`src/rtl/trace_tx.sv`:
```
// Writeback trace capture with a first-word-fall-through record FIFO.
// Optional drop_count output is enabled by defining TRACE_DROP_COUNT_EN.
module trace_tx #(
    parameter int unsigned DEPTH   = 8,
    parameter logic [63:0] STOP_PC = 64'h5C
) (
    input  logic        CLK,
    input  logic        resetl,
    input  logic        trace_en,
    input  logic [63:0] currentpc,
    input  logic [63:0] MemtoRegOut,
    input  logic        trace_ready,
    output logic        trace_valid,
    output logic [63:0] trace_pc,
    output logic [63:0] trace_data,
    output logic [15:0] trace_seq,
    output logic        overflow,
    output logic        done
`ifdef TRACE_DROP_COUNT_EN
    ,
    output logic [15:0] drop_count
`endif
);

    localparam int AW = $clog2(DEPTH);

    typedef enum logic [1:0] {IDLE, RUN, DRAIN, DONE} state_t;

    state_t        state;
    state_t        state_nx;
    logic [AW-1:0] wptr;
    logic [AW-1:0] rptr;
    logic [AW:0]   count;
    logic [15:0]   seq;
    logic [63:0]   mem_pc   [DEPTH];
    logic [63:0]   mem_data [DEPTH];
    logic [15:0]   mem_seq  [DEPTH];

    logic capture;
    logic empty;
    logic full;
    logic pop;
    logic push;
    logic drop;

    assign empty = (count == '0);
    assign full  = (count == (AW+1)'(DEPTH));
    assign pop   = !empty && trace_ready;
    // A pop on the same edge frees the slot the push needs.
    assign push  = capture && (!full || pop);
    assign drop  = capture && full && !pop;

    always_ff @(posedge CLK) begin
        if (!resetl) state <= IDLE;
        else         state <= state_nx;
    end

    always_comb begin
        state_nx = state;
        unique case (state)
            IDLE:  if (trace_en) state_nx = RUN;
            RUN: begin
                if (!trace_en)                 state_nx = IDLE;
                else if (currentpc >= STOP_PC) state_nx = DRAIN;
            end
            DRAIN: if (empty || (count == (AW+1)'(1) && pop)) state_nx = DONE;
            DONE:  state_nx = DONE;
        endcase
    end

    always_comb begin
        capture = 1'b0;
        done    = 1'b0;
        if (state == RUN && trace_en) capture = 1'b1;
        if (state == DONE)            done    = 1'b1;
        trace_valid = !empty;
        trace_pc    = empty ? '0 : mem_pc[rptr];
        trace_data  = empty ? '0 : mem_data[rptr];
        trace_seq   = empty ? '0 : mem_seq[rptr];
    end

    always_ff @(posedge CLK) begin
        if (push) begin
            mem_pc[wptr]   <= currentpc;
            mem_data[wptr] <= MemtoRegOut;
            mem_seq[wptr]  <= seq;
        end
    end

    always_ff @(posedge CLK) begin
        if (!resetl) begin
            wptr     <= '0;
            rptr     <= '0;
            count    <= '0;
            seq      <= '0;
            overflow <= 1'b0;
        end else begin
            if (push) wptr <= wptr + AW'(1);
            if (pop)  rptr <= rptr + AW'(1);
            unique case ({push, pop})
                2'b10:   count <= count + (AW+1)'(1);
                2'b01:   count <= count - (AW+1)'(1);
                default: count <= count;
            endcase
            // Dropped records still consume a number so gaps are visible.
            if (capture) seq      <= seq + 16'd1;
            if (drop)    overflow <= 1'b1;
        end
    end

`ifdef TRACE_DROP_COUNT_EN
    always_ff @(posedge CLK) begin
        if (!resetl)
            drop_count <= '0;
        else if (drop && drop_count != 16'hFFFF)
            drop_count <= drop_count + 16'd1;
    end
`endif

endmodule
```
`config.mk`:
```
export PLATFORM = sky130hd
export DESIGN_NAME = trace_tx
export DESIGN_NICKNAME = d
export VERILOG_FILES = /design/src/rtl/trace_tx.sv
export SDC_FILE = /design/constraint.sdc
export NUM_CORES = 1
export LEC_CHECK = 0
export CAP_MARGIN = 20
export CORE_MARGIN = 2
export CORE_UTILIZATION = 44
export CTS_CLUSTER_SIZE = 10
export DETAILED_ROUTE_END_ITERATION = 6
export REMOVE_ABC_BUFFERS = 1
export SETUP_SLACK_MARGIN = 0.1
export SYNTH_ARGS = -nofsm -noshare
export SYNTH_HDL_FRONTEND = slang
export SYNTH_SLANG_ARGS = --single-unit
```
`constraint.sdc`:
```
create_clock -name CLK -period 20.1 [get_ports CLK]
set_clock_uncertainty 0.1 [all_clocks]
set_input_delay 4.02 -clock CLK [delete_from_list [all_inputs] [get_ports CLK]]
set_output_delay 4.02 -clock CLK [all_outputs]
set_load 0.005 [all_outputs]
```
Word-level counts from Yosys, hierarchy flattened:

Memories as Yosys holds them, arrays and structs flattened. A register that Yosys moved wholly into a read port is not among the register bits.
Cells that the tools add are included.
W data, S select, Z words.

* output and inout bits: 147
* register bits: 29
* bits in writable memories: 1152
* memories kept: 3

* $lt $le $gt $ge: 1
* muxes and demuxes: 19
* reduce and logical (&&, ||, !) cells: 15
* $add $sub $neg: 5
* eq/ne operators: 10

Memory list
* mem_data: depth 8, bits a word 64, read ports 1, clocked after memory_dff 1, write ports 1, line 36 `logic [63:0] mem_data [DEPTH];`
* mem_pc: depth 8, bits a word 64, read ports 1, clocked after memory_dff 1, write ports 1, line 35 `logic [63:0] mem_pc [DEPTH];`
* mem_seq: depth 8, bits a word 16, read ports 1, clocked after memory_dff 1, write ports 1, line 37 `logic [15:0] mem_seq [DEPTH];`

Operators with widths (number)
* $mux W64: 2
* $ge A64 B7 Y1 const B: 1
* $mux W3: 6
* $add A16 B1 Y16 const B: 1
* $mux W16: 1
* $mux W2: 4
* $pmux W2 S4: 1
* $pmux W4 S2: 1
* $add A3 B1 Y3 const B: 2
* $eq A2 B2 Y1 const B: 3
* $logic_and A1 B1 Y1: 6
* $add A4 B1 Y4 const B: 1
* $eq A2 B1 Y1 const B: 2
* $eq A4 B1 Y1 const B: 1
* $eq A4 B4 Y1 const B: 1
* $logic_not A4 Y1: 1
* $mux W1: 4
* $ne A2 B2 Y1 const B: 2
* $sub A4 B1 Y4 const B: 1
* $logic_not A1 Y1: 3
* $ne A3 B3 Y1 const B: 1
* $reduce_and A3 Y1: 1
* $logic_not A2 Y1: 1
* $logic_or A1 B1 Y1: 2
* $reduce_bool A2 Y1: 1

Longest topological paths before layout:

Gate-level depths: netlist of the first run.

* depth after elaboration: 7
* mapped depth: 8

Worst setup path after synthesis of the first run:

No wires, ideal clock.

* path type: input-to-reg
* start point: input port trace_ready
* end point: memory mem_data[0][0], enable pin
* slack: 929 ps
* path buffers: 0
* required time: 19000 ps
* arrival: 18071 ps
* stages on the path: 3
* setup time: 1000 ps
* path through: and4bb_2 -> nand2b_1 -> nor4_1

* cells in the longest elaborated chain, start to end: 5

RTL lines
* from (decl): line 12 `input logic trace_ready,`
* $logic_and A1 B1 Y1: line 48 `assign pop = !empty && trace_ready;`
* $logic_or A1 B1 Y1: line 50 `assign push = capture && (!full || pop);`
* $logic_and A1 B1 Y1: line 50
* $mux W1: line 83 `if (push) begin`
* $mux W1 (not written as such): line 85 `mem_data[wptr] <= MemtoRegOut;`
* to (decl): line 36

Every way passes these cells.

==> results of run 1 <==
## cell type report
type | count | area share
Inverter | 5 | 0.000350
Clock inverter | 11 | 0.00193
Antenna cell | 1 | 0.0000466
Timing Repair Buffer | 326 | 0.0603
Clock buffer | 185 | 0.0707
Sequential cell | 1184 | 0.656
Multi-Input combinational cell | 726 | 0.178
Tap cell | 1368 | 0.0319
## worst reg2reg max path, cell delays in order, from the launching register on
cell      delay [ps]
dfxtp_1          420
inv_1             70
ha_1             230
and4bb_2         290
nor2_1           230
nand2_1          270
nor2_4           660
buf_4            600
buf_4            810
## kinds of logic after synthesis
| group | share of synthesized area |
|---|---|
| buffers and inverters | 0.0118 |
| flip-flops | 0.778 |
| adder cells (fa/ha/maj) | 0.00166 |
| multiplexers | 0.175 |
| AO/OA/AOI/OAI | 0.00351 |
| AND/OR/NAND/NOR | 0.0260 |
| XOR/XNOR | 0.00387 |
## cell usage in the layout, fill, tap and decap left out, types with 3 or more instances in the layout
master,count
clkbuf_16,144
clkbuf_1,37
and3_1,4
nand3_1,7
or3_1,3
ha_1,6
mux4_2,288
clkdlybuf4s50_1,278
buf_16,4
dfxtp_1,29
nand2_1,16
inv_6,4
nor2_1,149
xnor2_1,11
dfxtp_4,3
nand2b_1,3
nor3_2,4
edfxtp_1,1152
buf_4,43
xor2_1,9
clkbuf_8,4
clkinv_8,3
mux2i_1,145
nor2b_1,7
nor2_4,3
nand4_1,8
nor4_1,14
a21oi_1,4
and2_1,17
inv_1,4
a21boi_1,3
## per-stage QoR
step / util / instance area, um^2 / worst slack [ps] / hold slack (ps) / total power [uW]
finish: 0.527 / 53700 / 11330 / 400 / 6450
floorplan: - / 44800 / 924 / 367 / 3970
CTS: 0.526 / 53600 / 10640 / 402 / 6530
global placement: 0.488 / 49700 / 11470 / 365 / 4300
detailed placement: 0.488 / 49700 / 11440 / 393 / 4310
global route: 0.527 / 53700 / 10910 / 450 / 6730
## routing by layer
layer  wire length [um]  part of all wire
met1              43100              0.43
met2              49100              0.49
met3               5060             0.051
met4               1880             0.019
met5                 73           0.00074
## report_power, final
group	leakage (uW)	switching [uW]	internal [uW]
Sequential	0.0106	42.3	2740
Clock	0.00189	902	1300
Combinational	0.00371	677	792
## sequential cells by signal, indices dropped and copies added (netlist names), named ones only
name      flops
count         4
mem_data    512
mem_pc      512
mem_seq     128
overflow      1
rptr          3
seq          16
state         2
wptr          3
## cells in the mapped netlist (all sizes together), types with 11 or more instances
| master | instances |
|---|---|
| and2 | 17 |
| buf | 72 |
| clkbuf | 29 |
| dfxtp | 32 |
| edfxtp | 1152 |
| mux2i | 145 |
| mux4 | 288 |
| nand2 | 16 |
| nor2 | 152 |
| nor4 | 16 |
| xnor2 | 11 |
## final timing paths
check | slack [ps] | startpoint | endpoint
hold reg to reg | 400 | rptr[1] | flop
setup reg to reg | 15970 | count[0] | mem_pc[5][46]
setup / recovery | 11330 | flop | trace_seq[5]
hold / removal | 400 | rptr[1] | flop
==> impl_metrics.toml, run 1 <==
[power_and_ir_drop]
pwr_density_cell_nw_per_um2 = 120
leakagePower_uw = 0.0162
peakVddDrop_uv = 111

[place]
portBuffers = 278
place_congestion = 0.715
place.detailed.hpwl_um = 51600
dp.cells = 3605

[worst_setup_path]
critPathBufInv = 4
rr_worst_depth = 8
cp-end-kind = "output port"
crit_fanout = 44
critPathArrivalTime_ps = 4650
slowest_stage = "dfxtp_4"
crit_top_cell = "buf_4"
crit_type = "reg2out"
startpoint_type = "flop"
max_stage_delay_ps = 950
cp_top_family = "buffers and inverters"
cp_cell_sequence = "buf_4 -> buf_16 -> buf_4 -> mux4_2 -> mux2i_1 -> nor2_1 -> clkdlybuf4s50_1"
cp.depth = 7
required_ps = 15980

[grt]
top_usage_layer = "met2"
gr-usage-met2 = 0.306
grt_max_degree = 107
overflow = 0
grt_use_met3 = 0.0377
grt_usage = 0.189
grt_util_met1 = 0.263
antenna_found_initial = 6
grt_pass1_vias = 22627
grt_pass1_wl_um = 147000

[clocking]
clockBufferDepth = 3
clock_latency_ps = 740
h-tree-depth = 4
post-cts-setup-buffers = 0
cts_inserted_buffers = 138
ctsHoldBuffers = 0
cts_tree = "done"
cts-root-buf = "clkbuf_16"
clkSinkCount = 1184
cts-resized-gates = 0
path_clk_slew_ps = 50

[floorplan]
dieArea_um2 = 106000
die_height_um = 325
die_x_um = 325
start_util = 0.445
fp-row-count = 117
num_io_pins = 279
fp.coreArea_um2 = 102000

[sta]
setup_viol = 0
timing.final.crit_period_ps = 8770
hold_viol = 0
rsz0062_at_grt = "false"
slew_headroom = 0.258
finalCritPeriodShare = 0.436
drv_slew = 0
clock.fmax_mhz = 114
fin_tns_setup_ps = 0
tightest_slew_ps = 1110

[logic_synthesis]
synth_warnings = 0
synth-edff-count = 1152
ys_seq_elements = 1184
synthDistinctLibCells = 46
ys.flop_type = "edfxtp_1"
ys_async_sr_fraction = 0
yosys.area.top_type_share = 0.764
synth_top_area_cell = "edfxtp_1"
ys_seq_area_frac = 0.778
synth_area_leaders = "edfxtp_1 76%, mux4_2 14%, mux2i_1 3.2%"
syn-cell-area_um2 = 45300
syn_inst = 2016
syn_area_per_cell_um2 = 22.5

[cells_and_area]
seqCellArea_um2 = 35200
multi_input_area_um2 = 9580
syn_to_final_growth_pct = 18.6
nFillCells = 7940
layout.nets = 2519
fin_cells = 3806
drive_gt1_frac = 0.210

[status]
outcome = "finished, final reports clean"

[drt]
vias = 21208
vias_per_cell = 5.57
wire_per_inst_um = 26.1
drc = 0
ant_nets = 0
routed_wl_um = 99300
drtIter0Drc = 1920
firstDrtPassIters = 5

[hold_path]
hp-class = "reg2reg"
hold_path_depth = 2

[flow_run]
cap_viol_max_count = 0
Note: power is estimated with default switching activity, not from simulation.
==> run 2: changes to the inputs <==
clock period = 7.1 ns   (was 20.1 ns; I/O delays follow)
==> run 2 against run 1 <==
Against the previous run: final area increased by 0.27%; sequential power increased to 2.8 times the previous value; combinational power increased to 2.8 times the previous value; sequential cell count unchanged; global-route usage about the same.
==> impl_metrics.toml, run 2 (synthesis gave the netlist of run 1 again) <==
[clocking]
cts_tree = "done"
path_clk_slew_ps = 60
ctsHoldBuffers = 0
h-tree-depth = 4
clock_latency_ps = 740
clockBufferDepth = 3
post-cts-setup-buffers = 0
clkSinkCount = 1184
cts-root-buf = "clkbuf_16"
cts-resized-gates = 0
cts_inserted_buffers = 138

[floorplan]
fp-row-count = 117
start_util = 0.445
die_height_um = 325
die_x_um = 325
fp.coreArea_um2 = 102000
dieArea_um2 = 106000
num_io_pins = 279

[drt]
ant_nets = 0
firstDrtPassIters = 7
drtIter0Drc = 1590
vias_per_cell = 5.54
drc = 0
routed_wl_um = 98200
vias = 21052
wire_per_inst_um = 25.8

[worst_setup_path]
critPathArrivalTime_ps = 3700
required_ps = 5580
cp-end-kind = "output port"
startpoint_type = "flop"
crit_fanout = 77
crit_type = "reg2out"

[sta]
tightest_slew_ps = 1020
drv_slew = 0
rsz0062_at_grt = "false"
slew_headroom = 0.320
clock.fmax_mhz = 191
timing.final.crit_period_ps = 5220
setup_viol = 0
hold_viol = 0
finalCritPeriodShare = 0.736

[place]
dp.cells = 3601
place.detailed.hpwl_um = 51700
place_congestion = 0.716
portBuffers = 278

[status]
outcome = "finished, final reports clean"

[cells_and_area]
largest_registers = "mem_data: 512 flops, mem_pc: 512 flops, mem_seq: 128 flops"
fin_util = 0.528
final_common_cell = "edfxtp_1"
fin_cells = 3801
drive_gt1_frac = 0.207
syn_to_final_growth_pct = 18.9
layout_common_cells = "1,152 x edfxtp_1, 288 x mux4_2, 278 x clkdlybuf4s50_1"
layout.nets = 2513

[grt]
overflow = 0
grt_pass1_wl_um = 147000
grt_pass1_vias = 22743
grt_max_degree = 82
antenna_found_initial = 10
grt_usage = 0.189

[power_and_ir_drop]
p_total_uw = 18200
peakVddDrop_uv = 266
pwr_density_cell_nw_per_um2 = 338
leakagePower_uw = 0.0162

[flow_run]
cap_viol_max_count = 0

[hold_path]
hp-class = "reg2reg"
## run 2: layout make-up
cell class              instances  area, um^2
inverters                       5        18.8
multi-input cells             726        9580
flip-flops and latches       1184       35200
clock inverters                16         206
diodes                          1        2.50
clock buffers                 181        3690
well taps                    1368        1710
fillers                      7924       48100
repair buffers                320        3390
## run 2: path summary, 6_finish.rpt
path	start	endpoint	slack (ps)	depth (start not counted)
worst max register to register	count[0]	mem_data[5][58]	3680	7
worst max-delay path	flop	trace_seq[5]	1880	5
worst min-delay path	rptr[1]	flop	390	2
worst min register to register	rptr[1]	flop	390	2
## run 2: metrics by stage
| stage | worst slack, ps | TNS [ps] | hold WS (ps) | area, um^2 |
|---|---|---|---|---|
| 2_1_floorplan | -9480 | -6322520 | 367 | 44800 |
| 3_3_place_gp | 2210 | 0 | 373 | 49900 |
| 3_5_place_dp | 2210 | 0 | 394 | 49900 |
| 4_1_cts | 1700 | 0 | 403 | 53800 |
| 5_1_grt | 1570 | 0 | 444 | 53800 |
| 6_report | 1880 | 0 | 389 | 53800 |
## run 2: metal layers
layer / vias up / GRT usage / part of all wire
met2: 508 / 0.307 / 0.49
met3: 135 / 0.0416 / 0.054
li1: 9088 / - / -
met1: 11303 / 0.260 / 0.43
met5: - / 0 / 0.0012
met4: 18 / 0.0529 / 0.019
## run 2: critical path, cell delays in order (launching register included)
cell	delay [ps]
dfxtp_4	840
buf_12	550
mux4_2	590
mux2i_1	380
nor2_1	90
clkdlybuf4s50_1	460
## run 2: report_power, final
group | internal [uW] | switching [uW] | total (uW)
clock network | 3620 | 2580 | 6200
registers | 7750 | 120 | 7870
logic | 2240 | 1910 | 4150
total | 13600 | 4610 | 18200
==> run 3: changes to the inputs <==
clock period = 4.4 ns   (was 7.1 ns; I/O delays follow)
==> run 3 against run 2 <==
Against the previous run: sequential cell count is the same; global-route usage rose by 0.22 points; sequential share of layout area fell by 0.61 points; combinational power rose by 69%; final cell count is 0.61% higher; final area is 0.93% higher; non-clock buffer count grew 26; hold slack better by 17 ps; critical path depth rose by 1; via count grew 1.3%; wire length grew 1.8%; critical path type unchanged.
==> impl_metrics.toml, run 3 (synthesis gave the netlist of run 1 again) <==
[worst_setup_path]
cp_cell_sequence = "inv_1 -> ha_1 -> nor3b_4 -> buf_12 -> nor2_1 -> clkdlybuf4s50_1"
startpoint_type = "flop"
cp_top_family = "buffers and inverters"
cp-end-kind = "output port"
critPathArrivalTime_ps = 3180
critPathBufInv = 3
r2r-end = "mem_data[0][34]"
timing.rr.start = "count[0]"
crit_fanout = 77
crit_path_start = "count[0]"
crit_type = "reg2out"
max_stage_delay_ps = 500
slowest_stage = "clkdlybuf4s50_1"
rr_worst_depth = 7
rrSetupSlack_ps = 1550
required_ps = 3420

[drt]
wl_met3_um = 5410
vias = 21321
firstDrtPassIters = 5
highest_layer = "met5"
routed_wl_um = 100000
drc = 0
drtIter0Drc = 1936
dr_wl_met2_um = 49100
wire_per_inst_um = 26.1
ant_nets = 0
vias_per_cell = 5.58
m1WireLength_um = 43500

[place]
place.detailed.hpwl_um = 54000
pre_cts_ws_ps = 574
dp.cells = 3625
portBuffers = 278
place_congestion = 0.731

[cells_and_area]
layout.nets = 2539
largest_registers = "mem_data: 512 flops, mem_pc: 512 flops, mem_seq: 128 flops"
drive_gt1_frac = 0.218
fin_cells = 3824
final_common_cell = "edfxtp_1"
layout_common_cells = "1,152 x edfxtp_1, 288 x mux4_2, 278 x clkdlybuf4s50_1"
syn_to_final_growth_pct = 20.0

[sta]
drv_slew = 0
clock.fmax_mhz = 241
hold_viol = 0
rsz0062_at_grt = "false"
timing.final.crit_period_ps = 4160
setup_viol = 0
setup_ws_ps = 244
finalCritPeriodShare = 0.945
tightest_slew_ps = 890
fin_hold_ws_ps = 407
slew_headroom = 0.401

[grt]
grt_pass1_wl_um = 149000
grt_max_degree = 80
grt_usage = 0.191
antenna_found_initial = 11
grt_pass1_vias = 23144
overflow = 0

[clocking]
cts_tree = "done"
clkSinkCount = 1184
cts_inserted_buffers = 138
cts-root-buf = "clkbuf_16"
clock_latency_ps = 730
ctsHoldBuffers = 0
h-tree-depth = 4
clockBufferDepth = 3
path_clk_slew_ps = 60

[power_and_ir_drop]
pwr_density_cell_nw_per_um2 = 548
pwr-share-seq = 0.423
peakVddDrop_uv = 421
p_int_uw = 22400
switchingPower_uw = 7420
p_sw_frac = 0.249
combPwrFrac = 0.236
pwr-share-clk = 0.341
leakagePower_uw = 0.0164

[floorplan]
die_height_um = 325
num_io_pins = 279
start_util = 0.445
fp-row-count = 117
dieArea_um2 = 106000
die_x_um = 325
fp.coreArea_um2 = 102000

[status]
outcome = "finished, final reports clean"

[flow_run]
cap_viol_max_count = 0

[hold_path]
hold_path_depth = 2
min_from = "rptr[1]"
hp-class = "reg2reg"
-- run 3: power by group through the flow --
stage / logic, uW / clock network (uW) / registers [uW]
after floorplan: 2870 / 0 / 13200
after global placement: 7040 / 0 / 12800
after detailed placement: 7090 / 0 / 12900
after CTS: 7230 / 10400 / 12600
after global routing: 7580 / 10900 / 12600
final: 7030 / 10200 / 12600
-- run 3: metrics by stage --
step                      instance area, um^2   util  setup TNS, ps  total power (uW)
final                                   54300  0.533              0             29800
after global routing                    54300  0.533              0             31100
after CTS                               54300  0.533              0             30300
after floorplan                         44800      -       -9138840             16000
after detailed placement                50300  0.494              0             19900
after global placement                  50300  0.494              0             19900
-- run 3: layout make-up --
| type | instances | area (um^2) |
|---|---|---|
| Antenna cell | 2 | 5.00 |
| Clock buffer | 184 | 3830 |
| Clock inverter | 9 | 111 |
| Fill cell | 7856 | 47500 |
| Inverter | 5 | 18.8 |
| Multi-Input combinational cell | 726 | 9590 |
| Sequential cell | 1184 | 35200 |
| Tap cell | 1368 | 1710 |
| Timing Repair Buffer | 346 | 3840 |
-- run 3: worst max-delay path by stage --
| stage | endpoint | cells after the start |
|---|---|---|
| floorplan | mem_data[0][0] | 3 |
| global placement | state[1] | 6 |
| detailed placement | state[1] | 6 |
| CTS | trace_seq[3] | 5 |
| global route | trace_seq[3] | 5 |
| finish | trace_pc[61] | 6 |
-- run 3: worst min-delay path, stage by stage, from the launching register on --
cell and delay, ps:
dfxtp_1 310, nand2_1 50, a21boi_0 90
-- run 3: layer usage --
| metal | vias to the layer above | global-route usage |
|---|---|---|
| li1 | 9129 | - |
| met1 | 11450 | 0.263 |
| met2 | 567 | 0.309 |
| met3 | 157 | 0.0451 |
| met4 | 18 | 0.0508 |
| met5 | - | 0 |
-- run 3: repair_timing --
| item | CTS | global route |
|---|---|---|
| cloned | 1 | 0 |
| gates resized for setup | 6 | 1 |
| setup buffers | 2 | 1 |
| setup endpoints to repair | 34 | 22 |
